**src/rtl/ddr_cmd_issuer.sv**
```systemverilog
// ddr_cmd_issuer: host request to timed single-bank DDR command strobes.
// Define AUTO_PRECHARGE_EN for a closed-page policy (RDA/WRA on every access).
module ddr_cmd_issuer #(
  parameter int WIDTH   = 8,
  parameter int ROWS    = 128,
  parameter int COLUMNS = 64,
  parameter int TRCD    = 2,
  parameter int TRP     = 2,
  parameter int TRAS    = 5,
  parameter int TWR     = 2,
  parameter int TCL     = 2,
  parameter int TREFI   = 200,
  parameter int TRFC    = 8
) (
  input  logic                       clk,
  input  logic                       rst,
  input  logic                       halt,
  input  logic                       req_valid,
  output logic                       req_ready,
  input  logic                       req_we,
  input  logic [$clog2(ROWS)-1:0]    req_row,
  input  logic [$clog2(COLUMNS)-1:0] req_col,
  input  logic [WIDTH-1:0]           req_wdata,
  output logic                       rsp_valid,
  output logic [WIDTH-1:0]           rsp_rdata,
  output logic                       ACT,
  output logic                       PR,
  output logic                       RD,
  output logic                       RDA,
  output logic                       WR,
  output logic                       WRA,
  output logic                       REF,
  output logic [$clog2(ROWS)-1:0]    row,
  output logic [$clog2(COLUMNS)-1:0] column,
  output logic [WIDTH-1:0]           dq_out,
  input  logic [WIDTH-1:0]           dq_in,
  output logic                       wr_req,
  output logic                       rd_req,
  output logic                       busy
);

  localparam int RW  = $clog2(ROWS);
  localparam int CLW = $clog2(COLUMNS);
  localparam int CW  = 16;
  localparam int RFW = $clog2(TREFI);

`ifdef AUTO_PRECHARGE_EN
  localparam bit AP = 1'b1;
`else
  localparam bit AP = 1'b0;
`endif

  typedef enum logic [2:0] {
    IDLE,
    ACT_WAIT,
    OPEN,
    PRE_WAIT,
    REF_WAIT
  } st_t;

  st_t              st_q;
  logic [CW-1:0]    cnt_q;
  logic [CW-1:0]    ras_q;
  logic [CW-1:0]    twr_q;
  logic [RFW-1:0]   refc_q;
  logic             ref_pend_q;
  logic             pend_q;
  logic             ap_q;
  logic             p_we_q;
  logic [RW-1:0]    p_row_q;
  logic [CLW-1:0]   p_col_q;
  logic [WIDTH-1:0] p_wd_q;
  logic [RW-1:0]    open_row_q;
  logic [TCL-1:0]   rdp_q;

  logic act_q, pr_q, rd_q, rda_q;
  logic wr_q, wra_q, ref_q;
  logic wrreq_q, rdreq_q, rspv_q;
  logic [RW-1:0]    row_q;
  logic [CLW-1:0]   col_q;
  logic [WIDTH-1:0] dq_q;
  logic [WIDTH-1:0] rspd_q;

  logic             rdy;
  logic             acc;
  logic             has;
  logic             c_we;
  logic [RW-1:0]    c_row;
  logic [CLW-1:0]   c_col;
  logic [WIDTH-1:0] c_wd;
  logic             idle_go;
  logic             open_go;
  logic             ap_go;
  logic             pr_ok;
  logic             hit;

  always_comb begin
    rdy = (st_q == IDLE || st_q == OPEN) &&
          !pend_q && !ref_pend_q && !ap_q;
    req_ready = rdy & ~halt & ~rst;
    acc   = req_valid & req_ready;
    has   = pend_q | acc;
    c_we  = pend_q ? p_we_q  : req_we;
    c_row = pend_q ? p_row_q : req_row;
    c_col = pend_q ? p_col_q : req_col;
    c_wd  = pend_q ? p_wd_q  : req_wdata;
    idle_go = (st_q == IDLE) ||
              (st_q == PRE_WAIT && cnt_q == '0);
    open_go = (st_q == OPEN && !ap_q) ||
              (st_q == ACT_WAIT && cnt_q == '0);
    ap_go = (st_q == OPEN) && ap_q;
    pr_ok = (ras_q == '0) && (twr_q == '0);
    hit   = (c_row == open_row_q);
  end

  always_ff @(posedge clk or posedge rst) begin
    if (rst) begin
      st_q       <= IDLE;
      cnt_q      <= '0;
      ras_q      <= '0;
      twr_q      <= '0;
      refc_q     <= '0;
      ref_pend_q <= 1'b0;
      pend_q     <= 1'b0;
      ap_q       <= 1'b0;
      p_we_q     <= 1'b0;
      p_row_q    <= '0;
      p_col_q    <= '0;
      p_wd_q     <= '0;
      open_row_q <= '0;
      rdp_q      <= '0;
      act_q      <= 1'b0;
      pr_q       <= 1'b0;
      rd_q       <= 1'b0;
      rda_q      <= 1'b0;
      wr_q       <= 1'b0;
      wra_q      <= 1'b0;
      ref_q      <= 1'b0;
      wrreq_q    <= 1'b0;
      rdreq_q    <= 1'b0;
      rspv_q     <= 1'b0;
      row_q      <= '0;
      col_q      <= '0;
      dq_q       <= '0;
      rspd_q     <= '0;
    end else if (!halt) begin
      act_q   <= 1'b0;
      pr_q    <= 1'b0;
      rd_q    <= 1'b0;
      rda_q   <= 1'b0;
      wr_q    <= 1'b0;
      wra_q   <= 1'b0;
      ref_q   <= 1'b0;
      wrreq_q <= 1'b0;
      rdreq_q <= 1'b0;

      if (refc_q == RFW'(TREFI - 1)) begin
        refc_q     <= '0;
        ref_pend_q <= 1'b1;
      end else begin
        refc_q <= refc_q + 1'b1;
      end

      if (cnt_q != '0) cnt_q <= cnt_q - 1'b1;
      if (ras_q != '0) ras_q <= ras_q - 1'b1;
      if (twr_q != '0) twr_q <= twr_q - 1'b1;

      rdp_q  <= rdp_q << 1;
      rspv_q <= rdp_q[TCL-1];
      if (rdp_q[TCL-1]) rspd_q <= dq_in;

      if (acc) begin
        pend_q  <= 1'b1;
        p_we_q  <= req_we;
        p_row_q <= req_row;
        p_col_q <= req_col;
        p_wd_q  <= req_wdata;
      end

      // Countdown expiry falls straight into the next state's decision.
      if (idle_go) begin
        if (has) begin
          act_q      <= 1'b1;
          row_q      <= c_row;
          open_row_q <= c_row;
          st_q       <= ACT_WAIT;
          cnt_q      <= CW'(TRCD - 1);
          ras_q      <= CW'(TRAS - 1);
        end else if (ref_pend_q) begin
          ref_q <= 1'b1;
          st_q  <= REF_WAIT;
          cnt_q <= CW'(TRFC - 1);
        end else begin
          st_q <= IDLE;
        end
      end else if (open_go) begin
        st_q <= OPEN;
        if (has && hit) begin
          pend_q <= 1'b0;
          col_q  <= c_col;
          ap_q   <= AP;
          if (c_we) begin
            wr_q    <= ~AP;
            wra_q   <= AP;
            wrreq_q <= 1'b1;
            dq_q    <= c_wd;
            twr_q   <= CW'(TWR - 1);
          end else begin
            rd_q     <= ~AP;
            rda_q    <= AP;
            rdreq_q  <= 1'b1;
            rdp_q[0] <= 1'b1;
          end
        end else if ((has || ref_pend_q) && pr_ok) begin
          pr_q  <= 1'b1;
          st_q  <= PRE_WAIT;
          cnt_q <= CW'(TRP - 1);
        end
      end else if (ap_go) begin
        if (pr_ok) begin
          ap_q  <= 1'b0;
          st_q  <= PRE_WAIT;
          cnt_q <= CW'(TRP - 1);
        end
      end else if (st_q == REF_WAIT && cnt_q == '0) begin
        st_q       <= IDLE;
        ref_pend_q <= 1'b0;
      end
    end
  end

  assign ACT       = act_q & ~halt;
  assign PR        = pr_q & ~halt;
  assign RD        = rd_q & ~halt;
  assign RDA       = rda_q & ~halt;
  assign WR        = wr_q & ~halt;
  assign WRA       = wra_q & ~halt;
  assign REF       = ref_q & ~halt;
  assign wr_req    = wrreq_q & ~halt;
  assign rd_req    = rdreq_q & ~halt;
  assign rsp_valid = rspv_q & ~halt;
  assign rsp_rdata = rspd_q;
  assign row       = row_q;
  assign column    = col_q;
  assign dq_out    = dq_q;
  assign busy      = !(st_q == IDLE || st_q == OPEN) || pend_q;

endmodule

```
**config.mk**
```make
export PLATFORM = sky130hd
export DESIGN_NAME = ddr_cmd_issuer
export DESIGN_NICKNAME = d
export VERILOG_FILES = /design/src/rtl/ddr_cmd_issuer.sv
export SDC_FILE = /design/constraint.sdc
export NUM_CORES = 1
export LEC_CHECK = 0
export CELL_PAD_IN_SITES_DETAIL_PLACEMENT = 1
export CELL_PAD_IN_SITES_GLOBAL_PLACEMENT = 1
export CORE_ASPECT_RATIO = 1.25
export CORE_MARGIN = 2
export CORE_UTILIZATION = 40
export DETAILED_ROUTE_END_ITERATION = 12
export GPL_TIMING_DRIVEN = 0
export PLACE_DENSITY = 0.75
export SETUP_SLACK_MARGIN = 0.4
export SKIP_CTS_REPAIR_TIMING = 1
export SLEW_MARGIN = 20
export SYNTH_ARGS = -nofsm -noshare
export SYNTH_HDL_FRONTEND = slang
export SYNTH_SLANG_ARGS = --single-unit
export TNS_END_PERCENT = 5
```
**constraint.sdc**
```tcl
create_clock -name clk -period 6 [get_ports clk]
set_clock_uncertainty 0.1 [all_clocks]
set_input_delay 1.5 -clock clk [delete_from_list [all_inputs] [get_ports clk]]
set_output_delay 1.5 -clock clk [all_outputs]
set_load 0.02 [all_outputs]
```
# Word level (Yosys, flattened, before mapping)
# Index checks and enable logic that the tools add are counted.
[totals] reg_bits=121 inputBits=34
[classes] n_reduce_logical=37 n_mux=61 add_sub_neg=4 bitwise_logic=13 eq_ne=8
[op_table] op="$mux W16" n=17
[op_table] op="$logic_not A16 Y1" n=3
[op_table] op="$reduce_bool A16 Y1" n=3
[op_table] op="$sub A16 B1 Y16 const B" n=3
[op_table] op="$mux W1" n=33
[op_table] op="$mux W3" n=7
[op_table] op="$mux W8" n=2
[op_table] op="$logic_and A1 B1 Y1" n=11
[op_table] op="$reduce_and A5 Y1" n=2
[op_table] op="$and A1 B1 Y1" n=9
[op_table] op="$add A8 B1 Y8 const B" n=1
[op_table] op="$eq A8 B8 Y1 const B" n=1
[op_table] op="$eq A7 B7 Y1" n=1
[op_table] op="$mux W7" n=1
[op_table] op="$eq A3 B2 Y1 const B" n=2
[op_table] op="$mux W6" n=1
[op_table] op="$reduce_and A3 Y1" n=2
[op_table] op="$logic_or A1 B1 Y1" n=5
[op_table] op="$logic_not A1 Y1" n=4
[op_table] op="$ne A4 B3 Y1 const B" n=1
[op_table] op="$reduce_and A2 Y1" n=2
[op_table] op="$reduce_and A4 Y1" n=1
[op_table] op="$reduce_bool A2 Y1" n=2
[op_table] op="$reduce_bool A4 Y1" n=1
[op_table] op="6 further kinds" n=8

# Logic depth before layout (Yosys ltp)
# Gate-level depths: netlist of the first run.
[logic_depth] ltp_word=15 mapped_depth=11 depth_no_buf=8

# Worst setup path before layout of the first run
# No wires, ideal clock.
[synth_timing] path_type="input to output" from="input halt" to="output wr_req" required_time_ns=4.400 setup_slack_ns=1.768 cell_stages=5 t_arrival_ns=2.632 path_cell_list="clkbuf_1 buf_1 buf_2 nor2b_1 buf_4"
[synth_via] elab_chain_cells=2
[synth_lines] item="start: declaration" line="17" source="input logic halt,"
[synth_lines] item="$not A1 Y1 (no line)"
[synth_lines] item="$and A1 B1 Y1" line="239" source="assign wr_req = wrreq_q & ~halt;"
[synth_lines] item="end: declaration" line="37" source="output logic wr_req,"
# No other way between the ends.

# Worst setup path in the final report of the first run
# Same ends and word-level chain as after synthesis.

==> results of run 1 <==
-- worst reg2reg max path, stage by stage, from the launching register on --
cell and delay, ns:
dfrtp_1 0.32, clkbuf_1 0.46, clkbuf_1 0.57, mux2i_1 0.43
xnor2_1 0.14, nor3_1 0.35, nand4b_4 0.21, nor2b_1 0.15
buf_2 0.22, buf_4 0.24, mux2_1 0.35
-- power groups by stage --
stage | registers [W] | clock network [W] | logic, W
global placement | 0.00121 | 0 | 0.000744
finish | 0.00122 | 0.00112 | 0.000796
floorplan | 0.00120 | 0 | 0.000545
global route | 0.00125 | 0.00117 | 0.000891
detailed placement | 0.00123 | 0 | 0.000784
CTS | 0.00122 | 0.00114 | 0.000806
-- metrics by stage --
step | setup TNS, ns | power [W] | instances
2_1_floorplan | 0 | 0.00174 | 561
3_3_place_gp | -68.92 | 0.00195 | 811
3_5_place_dp | 0 | 0.00201 | 812
4_1_cts | 0 | 0.00316 | 844
5_1_grt | 0 | 0.00332 | 844
6_report | 0 | 0.00314 | 844
-- synth_stat cells, types with 2 or more instances --
cell	number	area (µm²)
nand3_1	20	100
or3_1	12	75.1
nand2b_1	3	18.8
buf_4	6	45.0
or4_4	3	33.8
or4_1	7	52.6
nor2_1	62	233
a31oi_1	5	31.3
mux2_1	2	22.5
mux2i_1	14	140
ha_1	6	75.1
and4_1	2	17.5
nor4b_1	2	17.5
buf_2	6	30.0
mux2_2	46	518
dfrtp_1	119	2980
nor2b_1	10	62.6
clkbuf_1	13	48.8
o211ai_1	6	45.0
o31a_1	2	17.5
buf_1	6	22.5
nand4_1	6	37.5
o21ai_0	19	95.1
a21o_1	7	52.6
nor4_1	14	87.6
a21oi_1	17	85.1
nand3b_1	4	30.0
o31ai_1	2	15.0
xor2_1	14	123
xnor2_1	27	236
nand2_1	39	146
inv_1	12	45.0
nor3_1	20	100
o22ai_1	2	12.5
-- registers in the layout, summed over array words and instances, names as in the netlist, 2 cells and up --
name	count
rsp_rdata	8
p_col_q	6
st_q	3
cnt_q	16
ras_q	16
p_wd_q	8
dq_out	8
p_row_q	7
row	7
refc_q	8
rdp_q	2
column	6
twr_q	16
-- layout by cell type (no fill, tap or decap), types with 11 or more instances in the layout --
cell	instances
dfrtp_1	119
clkdlybuf4s50_1	72
nor2_1	62
mux2_2	46
nand2_1	39
xnor2_1	27
nor3_1	20
nand3_1	20
o21ai_0	19
a21oi_1	17
clkbuf_16	17
nor4_1	14
mux2i_1	14
xor2_1	14
clkbuf_1	12
or3_1	12
inv_1	11
-- layer usage --
metal	track usage, %	share of wire, %	wire [µm]
met3	5.75	4.4	688
met5	0	0	0
met2	38.6	54	8510
met1	24.3	40	6270
met4	6.35	1.2	188
-- worst paths after layout --
| path | start | to | cells past startpoint |
|---|---|---|---|
| max in group asynchronous | rst | rsp_rdata[1] | 3 |
| min in group asynchronous | rst | ras_q[1] | 2 |
| max | halt | wr_req | 7 |
| min | act_q | act_q | 1 |
| min reg2reg | act_q | act_q | 1 |
| max reg2reg | pend_q | dq_out[0] | 10 |
-- cells by family (layout without fill, tap and decap cells) --
group	count (synthesis)	count (layout)	synth area share [%]
AOI/OAI and AO/OA	72	72	7.89
xor gates and xnor gates	41	41	6.11
adders and majority gates	6	6	1.28
buffers and inverters	44	149	3.45
DFF	119	119	50.6
muxes	62	62	11.6
other	1	2	0.0638
and+or+nand+nor	215	215	19.0
-- area by class of cell --
cell class	count	area, µm²
Multi-Input combinational cell	398	2710
Buffer	32	160
Fill cell	1515	6900
Sequential cell	119	2980
Inverter	12	50.0
Clock buffer	19	453
Timing Repair Buffer	73	748
Clock inverter	13	193
Tap cell	178	223
==> impl_summary.md, run 1 <==
Status
The flow ran to the end, and the final reports show no timing, DRC or antenna violations.

Clock network
The CTS H-tree depth is 4. The later-pin clock latency in the skew report is 0.42 ns. The clock net in this run drives a total of 119 sinks. TritonCTS built the clock tree. The tree is rooted in a clkbuf_16. The number of clock buffers added by TritonCTS is 17. After clock tree synthesis, the clock-pin slew on the worst setup and hold paths is 0.06 ns. The maximum buffer depth of the clock tree is 2.

Die
The full die area is 15700 µm². The initial standard-cell utilization of the core is 40.8%. The floorplan has 49 rows.

The floorplan step set the die width to 112 µm. The core footprint is 14400 µm². The die span in y is 140 µm. The top-level I/O count is 75.

Timing
The count of final hold-check violations is 0. At the pin with the least slew margin, the transition time is 0.715 ns. For the finished layout, the period the worst path requires is 5.38 ns.

Across all hold checks on the routed design, the worst slack comes to 0.374 ns. The total of endpoints with negative setup slack in the final report is 0. Setup repair after global routing left no endpoint under its margin. Derived from the worst setup path, the maximum achievable clock frequency is 186 MHz. The final worst-path setup slack is 0.621 ns.

Of the available clock period, the critical path in the final layout requires 89.6%. The max-slew violation count came to 0. The remaining max-slew budget at the tightest pin is 52.3%.

Drt
In the routed design, unresolved DRC markers number 0. The count of antenna-violating nets left after detailed routing is 0. The first TritonRoute pass finished after 4 iterations. Using the TritonRoute via totals, the vias-per-cell ratio works out to 5.48. The DRC violation total after the first TritonRoute iteration is 131. The routed length per instance is 18.6 µm.

Summing over every cut layer, the via total after detailed routing is 4629. The wire length reported by the detailed router is 15.7 mm.

Setup path
The data arrival time of the critical path is 3.78 ns. The count of buffer and inverter cells on the critical path is 6. Data on the critical path is required at its endpoint by 4.40 ns. The worst setup slack for register-to-register paths is 2.36 ns.

The largest individual stage delay along the critical path comes from the cell clkdlybuf4s50_1. The sort of element at the end of the critical path is an output pin. Walking the worst path, the cells encountered are clkdlybuf4s50_1 > clkbuf_2 > clkbuf_2 > buf_2 > nor2b_1 > buf_4 > clkdlybuf4s50_1. The kind of critical path is input pin to output pin. Of all nets on the critical path, the largest fanout is 10. STA classifies the critical path startpoint as an input pin.

The largest delay contributor family on the critical path is buffers and inverters. For this run, the slowest stage of the critical path takes 0.57 ns.

Synth
The most used flip-flop cell after synthesis is dfrtp_1. After synthesis, the share of flip-flops with an asynchronous set or reset is 100%. For this run, the number of Yosys warnings is 0. The synthesized area per cell is 10.5 µm².

The count of flip-flops with a built-in enable after synthesis is 0. The total standard cell area after synthesis is 5880 µm². The netlist uses 59 different library cells. The sequential-to-total area share from yosys stat is 50.6%. The register bit count reported by yosys is 119. Synthesis handed over a netlist of 560 instances.

Worst hold path
The class of the worst hold path is flop to flop.

Global route
The initial antenna violation count is 0. Entering global routing, the biggest net connects 62 pins. The total overflow left after global routing is 0. The overall track demand over capacity in global routing is 21.3%. The wire length of the first global-routing pass is 26.8 mm. The via count of the first global-routing pass came to 5318.

Placed design
The cell area reported after detailed placement is 6860 µm². The minimum setup slack after placement is 0.193 ns. In this run the tool buffered the top-level ports with 72 buffer cells. The half-perimeter wire length after detailed placement is 10.7 mm.

Routability-driven placement finished with a final weighted congestion of 0.800.

Power
The switching part of the total is 33.0%. The net switching power is 0.00104 W. The clock network is responsible for 35.8% of the overall power. The internal portion of the total power is 0.00211 W. The combinational cell fraction of total power is 25.3%. In this run, flip-flops and latches consume 38.9% of the power. Summed over all cells, the static leakage comes to 3.24 nW. VDD sags by at most 0.218 mV. Power spread over the standard cell area amounts to 418 nW/µm².

Layout
The repair_antennas step left the layout with diodes totalling 0. The area growth from synthesis to layout is 27.7%. The post-route netlist has 15.8% of its cells at a drive strength greater than 1. After routing the design area is 7510 µm². Measured on the finished design, the core utilization comes to 52.1%. The number of nets in the finished design is 693.

Job
Max-cap violations in this run came to 0.
Note: power is estimated with default switching activity, not from simulation.
==> run 2, diff against run 1 <==
--- a/config.mk
+++ b/config.mk
@@ -5,10 +5,10 @@
 export SDC_FILE = /design/constraint.sdc
 export NUM_CORES = 1
 export LEC_CHECK = 0
+export CAP_MARGIN = 10
 export CELL_PAD_IN_SITES_DETAIL_PLACEMENT = 1
 export CELL_PAD_IN_SITES_GLOBAL_PLACEMENT = 1
 export CORE_ASPECT_RATIO = 1.25
-export CORE_MARGIN = 2
 export CORE_UTILIZATION = 40
 export DETAILED_ROUTE_END_ITERATION = 12
 export GPL_TIMING_DRIVEN = 0
==> impl_summary.md, run 2 (same netlist as run 1, synthesis figures left out) <==
Layout
The number of nets in the finished design came to 693 (unchanged). The utilization after layout came to 52.4% (was 52.1%). Biggest regs: cnt_q: 16 flops, ras_q: 16 flops, twr_q: 16 flops (unchanged). The most common library cell in the layout ignoring fill and taps was dfrtp_1 (unchanged). The share of post-route cells with drive strength above 1 is 15.8% (unchanged). The post-synthesis to final-layout area growth is 27.7% (about the same). Most frequent cells in the layout: 119 x dfrtp_1, 72 x clkdlybuf4s50_1, 62 x nor2_1 (unchanged).

The number of antenna diodes came to 0 (unchanged).

Setup path
The kind of critical path is input pin to output pin (unchanged). The worst reg-to-reg path cell count came to 10 (unchanged). The start of the worst register-to-register path is pend_q (unchanged). The critical register-to-register path endpoint is dq_out[7] (was dq_out[0]).

The sort of element at the end of the critical path is an output pin (unchanged). The data arrival time of the critical path is 3.75 ns (was 3.78 ns). The worst setup slack for register-to-register paths is 2.49 ns (was 2.36 ns). The required time of the critical path was 4.40 ns (about the same). The maximum fanout encountered on the critical timing path is 10 (unchanged). The launching element type of the critical path is an input pin (unchanged).

Timing
The slew at the pin closest to its max-slew limit is 0.735 ns (was 0.715 ns). The max-slew violation count is 0 (unchanged). The remaining max-slew budget at the tightest pin is 51.0% (was 52.3%). The tightest hold margin was 0.370 ns (was 0.374 ns). The final worst-path cycle share was 89.1% (was 89.6%). RSZ-0062 raised after global routing: false (unchanged).

The maximum operating frequency is 187 MHz (was 186 MHz). The total of endpoints with negative setup slack in the final report came to 0 (unchanged). The count of final hold-check violations is 0 (unchanged).

The final-layout setup total negative slack was 0 ns (unchanged). The final critical delay including setup and external delays is 5.35 ns (was 5.38 ns).

Drt
The routed length per instance is 18.0 µm (was 18.6 µm). The count of antenna-violating nets left after detailed routing is 0 (unchanged). The DRC violation total after the first TritonRoute iteration is 150 (was 131). The DRC violation count after routing is 0 (unchanged). The ratio of routed vias to standard cells is 5.45 (was 5.48). The number of detailed-routing iterations run before antenna repair is 4 (unchanged). The wire length reported by the detailed router is 15.2 mm (was 15.7 mm). The via count is 4599 (was 4629).

Die
The x dimension of the die is 110 µm (was 112 µm). The top-level I/O count is 75 (unchanged). The full die area is 15200 µm² (was 15700 µm²). The die span in y is 138 µm (was 140 µm). The initial standard-cell utilization of the core came to 41.0% (was 40.8%).

The placement row count is 49 (unchanged). The core footprint is 14300 µm² (was 14400 µm²).

Power
The net switching power came to 0.000996 W (was 0.00104 W). The switching part of the total is 32.0% (was 33.0%). The proportion of power drawn by the clock network is 35.6% (was 35.8%). The combinational cell fraction of total power is 25.3% (about the same).

The total leakage power was 3.24 nW (about the same). The sequential share of power came to 39.2% (was 38.9%). The internal power is 0.00212 W (was 0.00211 W).

The total power divided by cell area is 415 nW/µm² (was 418 nW/µm²). The maximum vdd drop is 0.245 mV (was 0.218 mV).

Worst hold path
The class of the worst hold path was flop to flop (unchanged). The end of the worst hold path is rspv_q (was act_q). The number of cells on the worst hold path came to 1 (unchanged).

The startpoint of the most critical hold path is rspv_q (was act_q).

Clock network
The library cell used as clock root buffer is clkbuf_16 (unchanged). The maximum buffer depth of the clock tree was 2 (unchanged). The total clock buffers created by CTS is 17 (unchanged). The CTS H-tree depth came to 4 (unchanged). The number of sinks driven by the clock tree is 119 (unchanged). The clock tree from TritonCTS was yes (unchanged). The later-pin clock latency in the skew report is 0.42 ns (about the same).

The clock input transition at the sequential cells of the worst setup and hold paths is 0.05 ns (was 0.06 ns).

Global route
The via count of the first global-routing pass came to 4940 (was 5318). The initial antenna violation count is 0 (unchanged). The pin count of the biggest net entering global routing is 69 (was 62).

The wire length of the first global-routing pass was 25.0 mm (was 26.8 mm). The overflow left after global routing came to 0 (unchanged). The overall track demand over capacity in global routing was 21.0% (was 21.3%).

Placed design
The count of input and output buffers is 72 (unchanged). The final estimated routing congestion in global placement is 0.801 (was 0.800). The half-perimeter wire length after detailed placement is 10.7 mm (about the same).

Status
Outcome: complete, no violations (unchanged).

Job
The max-cap check violation count is 0 (unchanged).
[run 2: changes by cell type in the layout (fill, tap and decap cells not counted), sizes merged]
cell and change:
inv -3, clkbuf +2, clkinvlp +2, clkinv -1
[run 2: layer usage]
metal / vias up / global-route usage [%] / part of all wire [%]
met5: - / 0 / 0
li1: 2169 / - / -
met3: 23 / 6.07 / 4.5
met1: 2328 / 23.8 / 41
met2: 79 / 37.6 / 53
met4: 0 / 7.85 / 1.7
[run 2: area by class of cell]
class / instances / area [µm²]
Buffer: 32 / 160
Clock buffer: 21 / 480
Clock inverter: 11 / 169
Fill cell: 1574 / 6830
Inverter: 12 / 50.0
Multi-Input combinational cell: 398 / 2710
Sequential cell: 119 / 2980
Tap cell: 178 / 223
Timing Repair Buffer: 73 / 748
[run 2: through the flow]
stage          instance area, µm²  cells  setup slack (ns)  power [W]
2_1_floorplan                5890    561              1.24    0.00174
6_report                     7510    844             0.652    0.00312
5_1_grt                      7510    844             0.586    0.00329
3_5_place_dp                 6860    812             0.220    0.00201
4_1_cts                      7510    844             0.213    0.00315
3_3_place_gp                 6830    811            -0.631    0.00195
[run 2: how the worst max path moves through the flow]
stage / startpoint / endpoint / cells past startpoint
6_report: halt / wr_req / 7
5_1_grt: halt / wr_req / 7
4_1_cts: halt / wr_req / 7
3_5_place_dp: halt / wr_req / 7
3_3_place_gp: rst / p_col_q[1] / 2
2_1_floorplan: rst / act_q / 1
[run 2: power groups by stage]
stage               sequential (W)  clock [W]  combinational [W]
CTS                        0.00122    0.00113           0.000801
global route               0.00125    0.00116           0.000886
floorplan                  0.00120          0           0.000545
detailed placement         0.00123          0           0.000784
global placement           0.00121          0           0.000746
finish                     0.00122    0.00111           0.000788
[run 2: worst max-delay path: stages]
cell	delay, ns
clkdlybuf4s50_1	0.54
clkbuf_2	0.30
clkbuf_2	0.34
buf_2	0.29
nor2b_1	0.10
buf_4	0.14
clkdlybuf4s50_1	0.53
